[src/rtl/stream_pattern_source_if.sv]
// Output sample stream: source drives data/valid, sink drives ready-for-data.
interface stream_pattern_source_if #(
  parameter int WW_OUTPUT = 8
);
  logic signed [WW_OUTPUT-1:0] o_os_data;
  logic                        o_os_dv;
  logic                        i_os_rfd;

  modport master (output o_os_data, output o_os_dv, input i_os_rfd);
  modport slave  (input o_os_data, input o_os_dv, output i_os_rfd);
endinterface

[src/rtl/stream_pattern_source.sv]
// Impulse/step/ramp/square sample generator; first sample valid the cycle after start, then one per cycle.
// Sample held while i_os_rfd is low; i_en low freezes everything.
module stream_pattern_source #(
  parameter int WW_OUTPUT = 8,
  parameter int WW_LEN    = 8
) (
  input  logic                        clk,
  input  logic                        i_rst_n,
  input  logic                        i_en,
  input  logic                        i_start,
  input  logic [1:0]                  i_mode,
  input  logic signed [WW_OUTPUT-1:0] i_amp,
  input  logic [WW_LEN-1:0]           i_len,
  input  logic [WW_LEN-1:0]           i_half_period,
  stream_pattern_source_if.master     os,
  output logic                        o_busy,
  output logic                        o_done
);
  typedef enum logic [1:0] {ST_IDLE, ST_RUN, ST_DONE} state_t;
  typedef enum logic [1:0] {M_IMPULSE, M_STEP, M_RAMP, M_SQUARE} mode_t;

  localparam logic [WW_LEN-1:0]           LEN_ONE = WW_LEN'(1);
  localparam logic signed [WW_OUTPUT-1:0] AMP_MIN = {1'b1, {(WW_OUTPUT-1){1'b0}}};
  localparam logic signed [WW_OUTPUT-1:0] AMP_MAX = {1'b0, {(WW_OUTPUT-1){1'b1}}};

  state_t                      state;
  mode_t                       mode_q;
  logic signed [WW_OUTPUT-1:0] amp_q;
  logic [WW_LEN-1:0]           len_q;
  logic [WW_LEN-1:0]           hp_q;
  logic [WW_LEN-1:0]           k_q;
  logic [WW_LEN-1:0]           cnt_q;
  logic                        phase_q;
  logic signed [WW_OUTPUT-1:0] acc_q;
  logic signed [WW_OUTPUT-1:0] data_q;
  logic                        dv_q;
  logic                        busy_q;
  logic                        done_q;

  logic signed [WW_OUTPUT-1:0] neg_amp;
  logic signed [WW_OUTPUT-1:0] acc_nxt;
  logic signed [WW_OUTPUT-1:0] data_nxt;
  logic [WW_LEN-1:0]           cnt_nxt;
  logic                        phase_nxt;
  logic                        xfer;
  logic                        last;

  // Negating the most negative amplitude would overflow, so it saturates.
  assign neg_amp = (amp_q == AMP_MIN) ? AMP_MAX : -amp_q;
  assign xfer    = dv_q && os.i_os_rfd && i_en;
  assign last    = (k_q + LEN_ONE) == len_q;

  always_comb begin
    acc_nxt   = acc_q + amp_q;
    cnt_nxt   = cnt_q + LEN_ONE;
    phase_nxt = phase_q;
    if (cnt_nxt == hp_q) begin
      cnt_nxt   = '0;
      phase_nxt = ~phase_q;
    end
    case (mode_q)
      M_IMPULSE: data_nxt = '0;
      M_STEP:    data_nxt = amp_q;
      M_RAMP:    data_nxt = acc_nxt;
      default:   data_nxt = phase_nxt ? neg_amp : amp_q;
    endcase
  end

  always_ff @(posedge clk or negedge i_rst_n) begin
    if (!i_rst_n) begin
      state   <= ST_IDLE;
      mode_q  <= M_IMPULSE;
      amp_q   <= '0;
      len_q   <= '0;
      hp_q    <= '0;
      k_q     <= '0;
      cnt_q   <= '0;
      phase_q <= 1'b0;
      acc_q   <= '0;
      data_q  <= '0;
      dv_q    <= 1'b0;
      busy_q  <= 1'b0;
      done_q  <= 1'b0;
    end else if (i_en) begin
      case (state)
        ST_IDLE: begin
          if (i_start) begin
            mode_q  <= mode_t'(i_mode);
            amp_q   <= i_amp;
            len_q   <= i_len;
            hp_q    <= (i_half_period == '0) ? LEN_ONE : i_half_period;
            k_q     <= '0;
            cnt_q   <= '0;
            phase_q <= 1'b0;
            acc_q   <= '0;
            if (i_len != '0) begin
              state  <= ST_RUN;
              dv_q   <= 1'b1;
              busy_q <= 1'b1;
              // Every pattern starts at +amp except the ramp, which starts at 0.
              data_q <= (mode_t'(i_mode) == M_RAMP) ? '0 : i_amp;
            end else begin
              state  <= ST_DONE;
              done_q <= 1'b1;
            end
          end
        end
        ST_RUN: begin
          if (xfer) begin
            if (last) begin
              state  <= ST_DONE;
              dv_q   <= 1'b0;
              busy_q <= 1'b0;
              data_q <= '0;
              done_q <= 1'b1;
            end else begin
              k_q     <= k_q + LEN_ONE;
              acc_q   <= acc_nxt;
              cnt_q   <= cnt_nxt;
              phase_q <= phase_nxt;
              data_q  <= data_nxt;
            end
          end
        end
        ST_DONE: begin
          done_q <= 1'b0;
          state  <= ST_IDLE;
        end
        default: state <= ST_IDLE;
      endcase
    end
  end

  assign os.o_os_data = data_q;
  assign os.o_os_dv   = dv_q;
  assign o_busy       = busy_q;
  assign o_done       = done_q;
endmodule

[src/flat_wrapper.sv]
// flat-port wrapper written by rule: the top's interface ports become plain ports
module stream_pattern_source_flat 
#(
  parameter int WW_OUTPUT = 8,
  parameter int WW_LEN    = 8
)
  (clk, i_rst_n, i_en, i_start, i_mode, i_amp, i_len, i_half_period, o_busy, o_done, os_o_os_data, os_o_os_dv, os_i_os_rfd);
  stream_pattern_source_if #(.WW_OUTPUT(WW_OUTPUT)) os_i ();
  input  logic clk;
  input  logic i_rst_n;
  input  logic i_en;
  input  logic i_start;
  input  logic [1:0] i_mode;
  input  logic signed [WW_OUTPUT-1:0] i_amp;
  input  logic [WW_LEN-1:0] i_len;
  input  logic [WW_LEN-1:0] i_half_period;
  output logic o_busy;
  output logic o_done;
  output wire logic [$bits(os_i.o_os_data)-1:0] os_o_os_data;
  output wire logic [$bits(os_i.o_os_dv)-1:0] os_o_os_dv;
  input wire logic [$bits(os_i.i_os_rfd)-1:0] os_i_os_rfd;
  assign os_o_os_data = os_i.o_os_data;
  assign os_o_os_dv = os_i.o_os_dv;
  assign os_i.i_os_rfd = os_i_os_rfd;
  stream_pattern_source #(.WW_OUTPUT(WW_OUTPUT), .WW_LEN(WW_LEN)) u_core (.clk(clk), .i_rst_n(i_rst_n), .i_en(i_en), .i_start(i_start), .i_mode(i_mode), .i_amp(i_amp), .i_len(i_len), .i_half_period(i_half_period), .os(os_i), .o_busy(o_busy), .o_done(o_done));
endmodule
[config.mk]
export PLATFORM = sky130hd
export DESIGN_NAME = stream_pattern_source_flat
export DESIGN_NICKNAME = d
export VERILOG_FILES = /design/src/rtl/stream_pattern_source_if.sv /design/src/rtl/stream_pattern_source.sv /design/src/flat_wrapper.sv
export SDC_FILE = /design/constraint.sdc
export NUM_CORES = 1
export LEC_CHECK = 0
export CAP_MARGIN = 20
export CORE_ASPECT_RATIO = 2
export CORE_MARGIN = 3
export CORE_UTILIZATION = 45
export DETAILED_ROUTE_END_ITERATION = 8
export PLACE_DENSITY = 0.66
export SYNTH_ARGS = -nofsm -noshare
export SYNTH_HDL_FRONTEND = slang
export SYNTH_SLANG_ARGS = --single-unit
[constraint.sdc]
create_clock -name clk -period 7.8 [get_ports clk]
set_input_delay 1.56 -clock clk [delete_from_list [all_inputs] [get_ports clk]]
set_output_delay 1.56 -clock clk [all_outputs]
set_load 0.01 [all_outputs]
# Word level (Yosys, flattened, before mapping)
# Index checks and enable logic that the tools add are counted.
# op_classes
n_addsub,4
bitwise,1
reduce_logical,14
n_eq_ne,14
mux,41
# ops
cell,n
8-bit 2-to-1 mux,16
8-bit case mux with 2 select lines,4
8-bit case mux with 3 select lines,1
"8-bit by 1-bit adder with 8-bit output, second input constant",2
8-bit equality test,2
1-bit 2-to-1 mux,12
6-bit AND reduction,2
5-bit AND reduction,2
8-bit adder,1
"8-bit equality test, second input constant",1
8-bit zero test,1
2-bit 2-to-1 mux,4
8-bit negation,1
8-bit nonzero test,1
"2-bit equality test, second input constant",3
"2-bit by 1-bit != test with 1-bit output, second input constant",3
"2-bit != test, second input constant",3
"2-bit by 1-bit equality test with 1-bit output, second input constant",2
2-bit zero test,2
1-bit case mux with 2 select lines,2
2-bit case mux with 2 select lines,1
4-bit AND reduction,1
1-bit case mux with 3 select lines,1
3-bit AND reduction,1
4 further kinds,5
# word_totals
in_bits,31
register_bits,63
word_cells,86
output_inout_bits,11

# Logic depth before layout (Yosys ltp)
# Gate-level depths: netlist (run 1).
# depth
word_depth,8
mapped_depth,10
ltp_nobuf,9

# Worst setup path after synthesis (run 1)
# Ideal clock, no wire load.
# synth_path
path_kind,input to register
start,input os_i_os_rfd
end,"register u_core.data_q[2], in the netlist u_core.os.o_os_data[2]"
slack_ns,4.837
t_arrival_ns,2.833
setup_time_ns,0.130
required_ns,7.670
n_path_buf,0
stages,7
cell_sequence,nand3_1 a211o_1 o21bai_1 nor2_1 nand2_1 nor4b_1 nor4_1
# synth_between
elab_chain_len,4
# synth_rtl
item,line,rtl
from (decl),flat_wrapper.sv:21,input wire logic [$bits(os_i.i_os_rfd)-1:0] os_i_os_rfd;
1-bit logical AND (2 in a row),stream_pattern_source.sv:50,assign xfer = dv_q && os.i_os_rfd && i_en;
2-bit by 1-bit != test with 1-bit output (no line),-,
5-bit AND reduction (no line),-,
to (signal assigned),stream_pattern_source.sv:101,data_q <= (mode_t'(i_mode) == M_RAMP) ? '0 : i_amp;
to (signal assigned),stream_pattern_source.sv:121,data_q <= data_nxt;
to (decl),stream_pattern_source.sv:35,logic signed [WW_OUTPUT-1:0] data_q;
# Every way passes these cells.
# A chain may end at the register's enable or synchronous reset.

# Final worst setup path (run 1)
# Same ends and word-level chain as after synthesis.

==> results of run 1 <==
-- worst min path at each step --
stage                                     start  depth (start not counted)                          end
floorplan           u_core.acc_q[0]$_DFFE_PN0P_                          2  u_core.acc_q[0]$_DFFE_PN0P_
global placement    u_core.acc_q[2]$_DFFE_PN0P_                          2  u_core.acc_q[2]$_DFFE_PN0P_
detailed placement  u_core.acc_q[0]$_DFFE_PN0P_                          2  u_core.acc_q[0]$_DFFE_PN0P_
CTS                 u_core.acc_q[0]$_DFFE_PN0P_                          2  u_core.acc_q[0]$_DFFE_PN0P_
global route        u_core.acc_q[2]$_DFFE_PN0P_                          2  u_core.acc_q[2]$_DFFE_PN0P_
finish              u_core.acc_q[0]$_DFFE_PN0P_                          2  u_core.acc_q[0]$_DFFE_PN0P_
-- registers in the layout, summed over array words and instances (netlist names) --
name                 cells
u_core.acc_q             8
u_core.amp_q             8
u_core.cnt_q             8
u_core.hp_q              8
u_core.k_q               8
u_core.len_q             8
u_core.mode_q            2
u_core.o_done            1
u_core.os.o_os_data      8
u_core.os.o_os_dv        1
u_core.phase_q           1
u_core.state             2
-- metrics by stage --
| stage | power (mW) | hold WS, ps | instance area [µm²] | setup WS (ps) |
|---|---|---|---|---|
| after floorplan | 1.22 | 445 | 3970 | 4840 |
| after CTS | 1.88 | 485 | 4710 | 4390 |
| final | 1.87 | 483 | 4710 | 4380 |
| after global placement | 1.47 | 469 | 4440 | 4090 |
| after global routing | 2.00 | 532 | 4710 | 4200 |
| after detailed placement | 1.50 | 471 | 4440 | 4040 |
-- metal layers --
layer  share of wire, %  vias up  global-route usage [%]
met5                  0        -                       0
met4                3.1        0                    9.34
met3                4.1       20                    3.92
met2                 56       96                    40.3
met1                 37     1717                    23.2
li1                   -     1691                       -
-- placed cells by master, fill, tap and decap left out, types with 5 or more instances in the layout --
master	netlist	routed
a21oi_1	21	21
a311oi_1	5	5
a31oi_1	14	14
clkbuf_16	0	9
clkdlybuf4s50_1	0	40
dfrtp_1	63	63
ha_1	10	10
inv_1	15	15
mux2_2	22	22
nand2_1	51	51
nand2b_1	6	6
nand3_1	21	21
nor2_1	24	24
nor2b_1	6	6
nor3_1	11	10
nor4_1	6	6
o21ai_0	20	20
o21ai_1	15	15
o31ai_1	8	8
or3_1	5	5
xnor2_1	14	14
xor2_1	11	11
-- report_power, final --
group          switching (mW)  internal (mW)
clock                   0.155          0.215
combinational           0.478          0.396
sequential              0.165          0.457
-- worst min-delay path: cells and delay by family, from the launching register on --
family           cells  cell delay (ps)
DFF                  1              350
and+or+nand+nor      2              100
-- cell type report --
type,instances,area [µm²]
fill,777,3700
multi-input combinational,338,2250
inverter,15,56.3
sequential,63,1580
tap,98,123
timing repair buffer,44,428
clock buffer,9,225
clock inverter,7,48.8
-- logic make-up after synthesis --
logic type,count (synthesis),share of synthesized area [%]
muxes,23,6.49
AOI/OAI and AO/OA,125,21.3
adders and majority gates,11,3.65
buffers and inverters,35,3.72
DFF,63,39.7
xor gates and xnor gates,25,5.51
and+or+nand+nor,154,19.7
==> results by group, run 1 <==
Status
  – Outcome: complete, no violations

Setup path
  – Crit path buf inv count: 1
  – CP peak stage delay: 450 ps
  – Reg-to-reg setup timing slack: about 4700 ps
  – Critical Path Source: os_i_os_rfd
  – Crit-path slowest cell: clkdlybuf4s50_1
  – Setup CP Type: in -> reg
  – Critical path capture point type: flip-flop
  – Critical Path Start Type: primary input
  – CP Depth: 8
  – CP delay by family, top: simple AND/OR/NAND/NOR gates
  – Cell Chain, Critical Path: clkdlybuf4s50_1 -> nand3_1 -> a211o_1 -> o21bai_1 -> nor2_1 -> nand2_1 -> nor4b_1 -> nor4_1
  – R2R Path End: u_core.k_q[4]$_DFFE_PN0P_
  – Crit Path Max Fanout: 6
  – Crit path arrival time: between 3000 and 4000 ps
  – CP required: 8010 ps
  – FF-to-FF path depth: 7
  – Critical Path End: u_core.os.o_os_data[2]$_DFFE_PN0P_
  – Worst R2R Start: u_core.k_q[2]$_DFFE_PN0P_

Clock tree
  – H-tree Lvls: 3
  – # resized after CTS: 0
  – Sink Count: 63
  – CTS Buf Count: 9
  – CTS root buffer: clkbuf_16
  – CTS tree: built
  – Hold Buf Count CTS: 0
  – Insertion delay of the later-clocked pin in the worst-skew pair: 330 ps
  – Post-CTS Setup Bufs: 0
  – Reg clk slew, reported paths: roughly 60 ps
  – Max Root-Sink Buffers: 2

Synthesis
  – Synth top area share: 39.7%
  – Most frequent cell after synthesis: dfrtp_1
  – Gate Count Post-Synth: 436
  – Netlist cell types: 63
  – Mapped Nets: 478
  – Area leader, netlist: dfrtp_1
  – Syn Std Cell Area: 3970 µm²
  – YS warnings: 0
  – Post-synth EDFFs: 0
  – Top FF cell, synth: dfrtp_1
  – Flops & latches, synth: 63
  – Share of flip-flops with an asynchronous set or reset: between 90% and 100%
  – Syn Area/Cell: between 9 and 10 µm²
  – Register area share after synthesis: 39.7%
  – Ranking of synthesized cells by area: dfrtp_1, mux2_2, nand2_1
  – Synth top cells by count: dfrtp_1, nand2_1, nor2_1, mux2_2

Global routing
  – Total grt overflow: 0
  – Total global-route track usage: 21.8%
  – Initial antenna violation count: 0
  – First-pass GRT wire length: 17000 µm
  – Pin count of the biggest net entering global routing: 64
  – Vias in the first global route: 3450

Timing
  – Hold Vio Cnt, Final: 0
  – Setup violators final: 0
  – Fin Setup TNS: 0 ps
  – Slew @ Worst Pin: 900 ps
  – Fmax: 292 MHz
  – Period utilization: 43.9%
  – Clock Skew: roughly 7.4 ps
  – Slew Limit Headroom: 39.5%
  – RSZ-0062 raised after global routing: false
  – Fin. max-slew vios: 0
  – Final min period: between 3000 and 4000 ps

Layout
  – Area Overhead vs Synth: 18.6%
  – Diodes inserted: 0
  – Post-Route Utilization: between 50% and 60%
  – Final nets: 513
  – Post-route insts no fill: 574
  – Share of layout cells above drive strength 1: 11.1%

Job
  – Max Cap Viol: 0

Worst hold path
  – Worst Hold Class: reg -> reg

Pwr
  – Pwr per Cell Area: 396 nW/µm²
  – Static Leak: 1.94 nW
  – Peak VDD IR: 0.217 mV

Detailed routing
  – Drt wl/cell: 18.5 µm
  – Drt pass-1 iters: 4
  – Post-Route WL: roughly 11000 µm
  – DRC errors left: 0
  – Total number of vias: 3524
  – Post-route ant nets: 0
  – Iter 0 DRT Violations: about 220
  – Via density per instance: between 6 and 7

Floorplan
  – Initial core utilization: between 40% and 50%
  – Die Y: about 140 µm
  – Core Region: between 8000 and 9000 µm²
  – Die Width: approximately 72 µm
  – DIE AREA: 10100 µm²
  – IO Count: 42
  – Rows: 47

Place
  – Final GP Congestion: 0.842
  – DP HPWL: 7870 µm
  – Input/output buffers: 41
  – Placed cell count: 558
No activity file was read; power rests on OpenSTA's default activity.
==> run 2: changes to the inputs <==
- clock period: 7.8 -> 3.4 ns (I/O delays scaled with it)
==> results by group, run 2 (synthesis gave the netlist of run 1 again) <==
Global routing
  – Total global-route track usage: 23.3% (+1.5 points)
  – Vias in the first global route: 3616 (+4.8%)
  – Initial antenna violation count: 0 (unchanged)
  – Total grt overflow: 0 (unchanged)
  – First-pass GRT wire length: 17900 µm (+5.3%)
  – Pin count of the biggest net entering global routing: 27 (-58%)

Detailed routing
  – Total number of vias: 3568 (+1.2%)
  – Drt pass-1 iters: 5 (+1)
  – Via density per instance: 6.15 (+0.20%)
  – Drt wl/cell: 19.4 µm (+4.5%)
  – Post-Route WL: 11200 µm (+5.6%)
  – Iter 0 DRT Violations: 198 (-9.2%)
  – Post-route ant nets: 0 (unchanged)
  – DRC errors left: 0 (unchanged)

Setup path
  – Worst R2R Start: u_core.cnt_q[0]$_DFFE_PN0P_
  – Cell Chain, Critical Path: ha_1 -> nand2_1 -> o211ai_1 -> a2111o_1 -> nor4_2 -> or2_1 -> nand4_1 -> a221oi_1
  – Reg-to-reg setup timing slack: 510 ps (-4190 ps)
  – Crit-path slowest cell: nor4_2
  – Critical Path Start Type: flip-flop
  – Crit Path Max Fanout: 8 (+2)
  – Crit path arrival time: 3120 ps (-510 ps)
  – CP peak stage delay: 470 ps (+20 ps)
  – Critical path capture point type: flip-flop
  – FF-to-FF path depth: 8 (+1)
  – Setup CP Type: reg -> reg
  – R2R Path End: u_core.os.o_os_data[6]$_DFFE_PN0P_
  – CP required: 3630 ps (-4380 ps)

Pwr
  – Peak VDD IR: 0.502 mV (+130%)
  – Pwr per Cell Area: 938 nW/µm² (+140%)
  – Total power: 4.51 mW (+140%)
  – Static Leak: 1.99 nW (+2.6%)

Timing
  – Setup violators final: 0 (unchanged)
  – Period utilization: around 85%
  – Fin Setup TNS: 0 ps (unchanged)
  – Fmax: around 350 MHz
  – Slew @ Worst Pin: 764 ps (-136 ps)
  – Clock Skew: 8.95 ps (+1.53 ps)
  – Slew Limit Headroom: 49.1% (+9.6 points)
  – Final min period: 2890 ps
  – RSZ-0062 raised after global routing: false
  – Fin. max-slew vios: 0 (unchanged)
  – Hold Vio Cnt, Final: 0 (unchanged)

Layout
  – Diodes inserted: 0 (unchanged)
  – Share of layout cells above drive strength 1: 12.2% (+1.1 points)
  – Area Overhead vs Synth: 21.1%
  – Most frequent cells in the layout: dfrtp_1, nand2_1, clkdlybuf4s50_1
  – Final nets: 519 (+1.2%)
  – Commonest non-fill, non-tap cell in the layout: dfrtp_1

Clock tree
  – CTS Buf Count: 9 (unchanged)
  – Hold Buf Count CTS: 0 (unchanged)
  – Sink Count: 63 (unchanged)
  – Insertion delay of the later-clocked pin in the worst-skew pair: 340 ps (about the same)
  – # resized after CTS: 0 (unchanged)
  – Max Root-Sink Buffers: 2 (unchanged)
  – H-tree Lvls: 3 (unchanged)
  – Post-CTS Setup Bufs: 0 (unchanged)
  – CTS tree: built
  – CTS root buffer: clkbuf_16
  – Reg clk slew, reported paths: 60 ps (about the same)

Floorplan
  – Initial core utilization: 47.2% (unchanged)
  – IO Count: 42 (unchanged)
  – Core Region: 8410 µm² (unchanged)
  – Rows: 47 (unchanged)
  – DIE AREA: 10100 µm² (unchanged)
  – Die Width: 72.4 µm (unchanged)
  – Die Y: 139 µm (unchanged)

Place
  – Final GP Congestion: 0.956 (+14%)
  – Input/output buffers: 41 (unchanged)
  – DP HPWL: 8570 µm (+8.9%)

Status
  – Outcome: complete, no violations

Worst hold path
  – Worst Hold Class: in -> async

Job
  – Max Cap Viol: 0 (unchanged)
==> run 2: changes by cell type in the layout (fill, tap and decap cells not counted), sizes merged <==
cell    delta
buf        +6
bufinv     +2
clkinv     -4
inv        +2
==> run 2: how the worst max path moves through the flow <==
stage | start | to | slack (ps) | cells after the start
6_report | u_core.cnt_q[0]$_DFFE_PN0P_ | u_core.os.o_os_data[6]$_DFFE_PN0P_ | 510 | 8
2_1_floorplan | u_core.cnt_q[0]$_DFFE_PN0P_ | u_core.os.o_os_data[4]$_DFFE_PN0P_ | 790 | 9
4_1_cts | u_core.cnt_q[0]$_DFFE_PN0P_ | u_core.os.o_os_data[6]$_DFFE_PN0P_ | 500 | 8
5_1_grt | u_core.cnt_q[0]$_DFFE_PN0P_ | u_core.os.o_os_data[4]$_DFFE_PN0P_ | 270 | 8
3_3_place_gp | os_i_os_rfd | u_core.os.o_os_data[2]$_DFFE_PN0P_ | 610 | 8
3_5_place_dp | u_core.cnt_q[0]$_DFFE_PN0P_ | u_core.os.o_os_data[6]$_DFFE_PN0P_ | 540 | 8
==> run 2: per-stage QoR <==
step                      cells  hold slack, ps  util (%)  area [µm²]  setup WS, ps
after floorplan             436             384         -        3970           787
after global placement      564             462      53.3        4480           610
after detailed placement    564             475      53.3        4480           536
after CTS                   580             285      57.2        4810           502
after global routing        580             303      57.2        4810           275
final                       580             278      57.2        4810           511
==> run 2: layout make-up <==
cell class / count / area (µm²)
fill: 755 / 3600
clock buffer: 9 / 225
clock inverter: 7 / 103
inverter: 15 / 56.3
tap: 98 / 123
multi-input combinational: 338 / 2250
timing repair buffer: 50 / 473
sequential: 63 / 1580
==> run 2: where the power goes <==
part / internal (mW) / switching, mW
clock: 0.650 / 0.365
sequential: 1.05 / 0.394
combinational: 0.933 / 1.12
total: 2.63 / 1.88
==> run 2: worst max-delay path: cells and delay by family, from the launching register on <==
family                   cells  cell delay, ps
flip-flops                   1             430
AND/OR/NAND/NOR              4            1130
adder cells (fa/ha/maj)      1             330
AO/OA/AOI/OAI                3             880
==> run 2: layer usage <==
layer	track usage [%]	share of wire (%)	wire (µm)	vias up
met5	0	0	0	-
met4	13.9	4.4	499	0
met3	4.28	3.5	397	26
met2	43.0	58	6470	93
met1	22.9	34	3860	1752
li1	-	-	-	1697
==> run 3: changes to the inputs <==
- clock period: 3.4 -> 2.83 ns (I/O delays scaled with it)
==> results by group, run 3 (synthesis gave the netlist of run 1 again) <==
Layout
  – Final nets: 536 (+3.3%)
  – Commonest non-fill, non-tap cell in the layout: dfrtp_1
  – Fillers: 784 (+3.8%)
  – Share of layout cells above drive strength 1: 16.0% (+3.8 points)
  – Diodes inserted: 0 (unchanged)
  – Post-route insts no fill: 597 (+2.9%)
  – Most frequent cells in the layout: dfrtp_1, nand2_1, clkdlybuf4s50_1
  – Multi-input logic area: 2270 µm² (+0.56%)
  – Post-Layout Inst Area: 4990 µm² (+3.8%)
  – Area Overhead vs Synth: 25.7%
  – Seq. cell area: 1580 µm² (about the same)

Clock tree
  – Hold Buf Count CTS: 0 (unchanged)
  – Reg clk slew, reported paths: 60 ps (about the same)
  – Post-CTS Setup Bufs: 0 (unchanged)
  – Insertion delay of the later-clocked pin in the worst-skew pair: 330 ps (about the same)
  – CTS tree: built
  – Max Root-Sink Buffers: 2 (unchanged)
  – CTS root buffer: clkbuf_16
  – H-tree Lvls: 3 (unchanged)
  – CTS Buf Count: 9 (unchanged)
  – # resized after CTS: 0 (unchanged)
  – Sink Count: 63 (unchanged)

Place
  – Placed cell count: 581 (+3.0%)
  – Input/output buffers: 41 (unchanged)
  – Final GP Congestion: 0.902 (-5.7%)
  – DP HPWL: 8380 µm (-2.2%)
  – Post-DP Area: 4620 µm² (+3.1%)

Status
  – Outcome: complete, no violations

Timing
  – Clock Skew: 6.89 ps (-2.06 ps)
  – Slew @ Worst Pin: 609 ps (-155 ps)
  – Period utilization: 93.2% (+8.2 points)
  – Fin. max-slew vios: 0 (unchanged)
  – Slew Limit Headroom: 59.4% (+10 points)
  – Hold Vio Cnt, Final: 0 (unchanged)
  – Final min period: 2640 ps (-252 ps)
  – Fmax: 379 MHz (+9.6%)
  – Setup violators final: 0 (unchanged)

Detailed routing
  – Post-Route WL: 11200 µm (-0.69%)
  – Post-route ant nets: 0 (unchanged)
  – Iter 0 DRT Violations: 215 (+8.6%)
  – Drt pass-1 iters: 4 (-1)
  – Total number of vias: 3616 (+1.3%)
  – Via density per instance: 6.06 (-1.5%)
  – DRC errors left: 0 (unchanged)
  – Drt wl/cell: 18.7 µm (-3.5%)

Setup path
  – Reg-to-reg setup timing slack: 190 ps (-320 ps)
  – Critical Path Start Type: flip-flop
  – CP required: 3050 ps (-580 ps)
  – Crit path arrival time: 2860 ps (-260 ps)
  – Critical Path End: u_core.os.o_os_data[4]$_DFFE_PN0P_
  – FF-to-FF path depth: 9 (+1)
  – Setup CP Type: reg -> reg
  – R2R Path End: u_core.os.o_os_data[4]$_DFFE_PN0P_
  – Worst R2R Start: u_core.cnt_q[1]$_DFFE_PN0P_
  – Crit Path Max Fanout: 5 (-3)
  – Critical Path Source: u_core.cnt_q[1]$_DFFE_PN0P_
  – Critical path capture point type: flip-flop

Global routing
  – First-pass GRT wire length: 18600 µm (+3.9%)
  – Total grt overflow: 0 (unchanged)
  – Pin count of the biggest net entering global routing: 41 (+52%)
  – Vias in the first global route: 3790 (+4.8%)
  – Total global-route track usage: 23.8% (+0.57 points)
  – Initial antenna violation count: 0 (unchanged)

Floorplan
  – Initial core utilization: 47.2% (unchanged)
  – Rows: 47 (unchanged)
  – Die Width: 72.4 µm (unchanged)
  – Die Y: 139 µm (unchanged)
  – Core Region: 8410 µm² (unchanged)
  – DIE AREA: 10100 µm² (unchanged)
  – IO Count: 42 (unchanged)

Pwr
  – Peak VDD IR: 0.582 mV (+16%)
  – Pwr per Cell Area: 1130 nW/µm² (+20%)
  – Static Leak: 2.10 nW (+5.3%)

Worst hold path
  – Worst Hold Class: in -> async

Job
  – Max Cap Viol: 0 (unchanged)
run 3: cell types whose count changed in the layout (fill, tap and decap cells not counted), sizes merged:
cell	delta
clkbuf	+2
clkinvlp	-1
inv	-3
buf	+17
bufinv	+1
clkinv	+1
run 3: power breakdown:
part           switching [mW]  total [mW]  internal, mW  leakage (nW)
Combinational            1.41        2.61          1.20          1.14
Sequential              0.432        1.69          1.26         0.786
Clock                   0.413        1.32         0.908         0.176
run 3: worst min path at each step:
stage,start,cells past startpoint,end,slack [ps]
floorplan,i_rst_n,0,u_core.acc_q[0]$_DFFE_PN0P_,270
global placement,u_core.acc_q[2]$_DFFE_PN0P_,2,u_core.acc_q[2]$_DFFE_PN0P_,470
detailed placement,u_core.acc_q[0]$_DFFE_PN0P_,2,u_core.acc_q[0]$_DFFE_PN0P_,480
CTS,i_rst_n,1,u_core.cnt_q[7]$_DFFE_PN0P_,250
global route,i_rst_n,1,u_core.hp_q[4]$_DFFE_PN0P_,290
finish,i_rst_n,1,u_core.hp_q[4]$_DFFE_PN0P_,240
run 3: cell type report:
class | instances | share of cell area (%)
multi-input combinational | 338 | 45.4
clock buffer | 11 | 5.06
timing repair buffer | 67 | 12.3
tap | 98 | 2.46
sequential | 63 | 31.6
inverter | 15 | 1.13
clock inverter | 5 | 2.08
run 3: routing by layer:
layer	vias up	GRT usage (%)	share of wire (%)
met3	31	3.85	3.2
met1	1754	26.2	37
met2	99	42.6	55
li1	1732	-	-
met4	0	12.1	4.2
met5	-	0	0
run 3: worst max-delay path, stage by stage (launching register included):
cell and delay [ps]:
dfrtp_1 410, ha_1 330, xnor2_1 140, o211ai_1 150, a2111o_1 440, nor4_2 290, buf_4 180, nor3_1 50
a221o_1 270, a311oi_1 280
run 3: per-stage QoR:
stage | hold WS (ps) | worst slack [ps] | total power [mW] | setup TNS (ps) | utilization, %
3_3_place_gp | 466 | 178 | 4.19 | 0 | 55.0
6_report | 242 | 193 | 5.62 | 0 | 59.4
4_1_cts | 254 | 80.7 | 5.62 | 0 | 59.2
2_1_floorplan | 270 | 217 | 3.38 | 0 | -
5_1_grt | 286 | -3.07 | 6.02 | -3.07 | 59.4
3_5_place_dp | 484 | 70.3 | 4.27 | 0 | 55.0
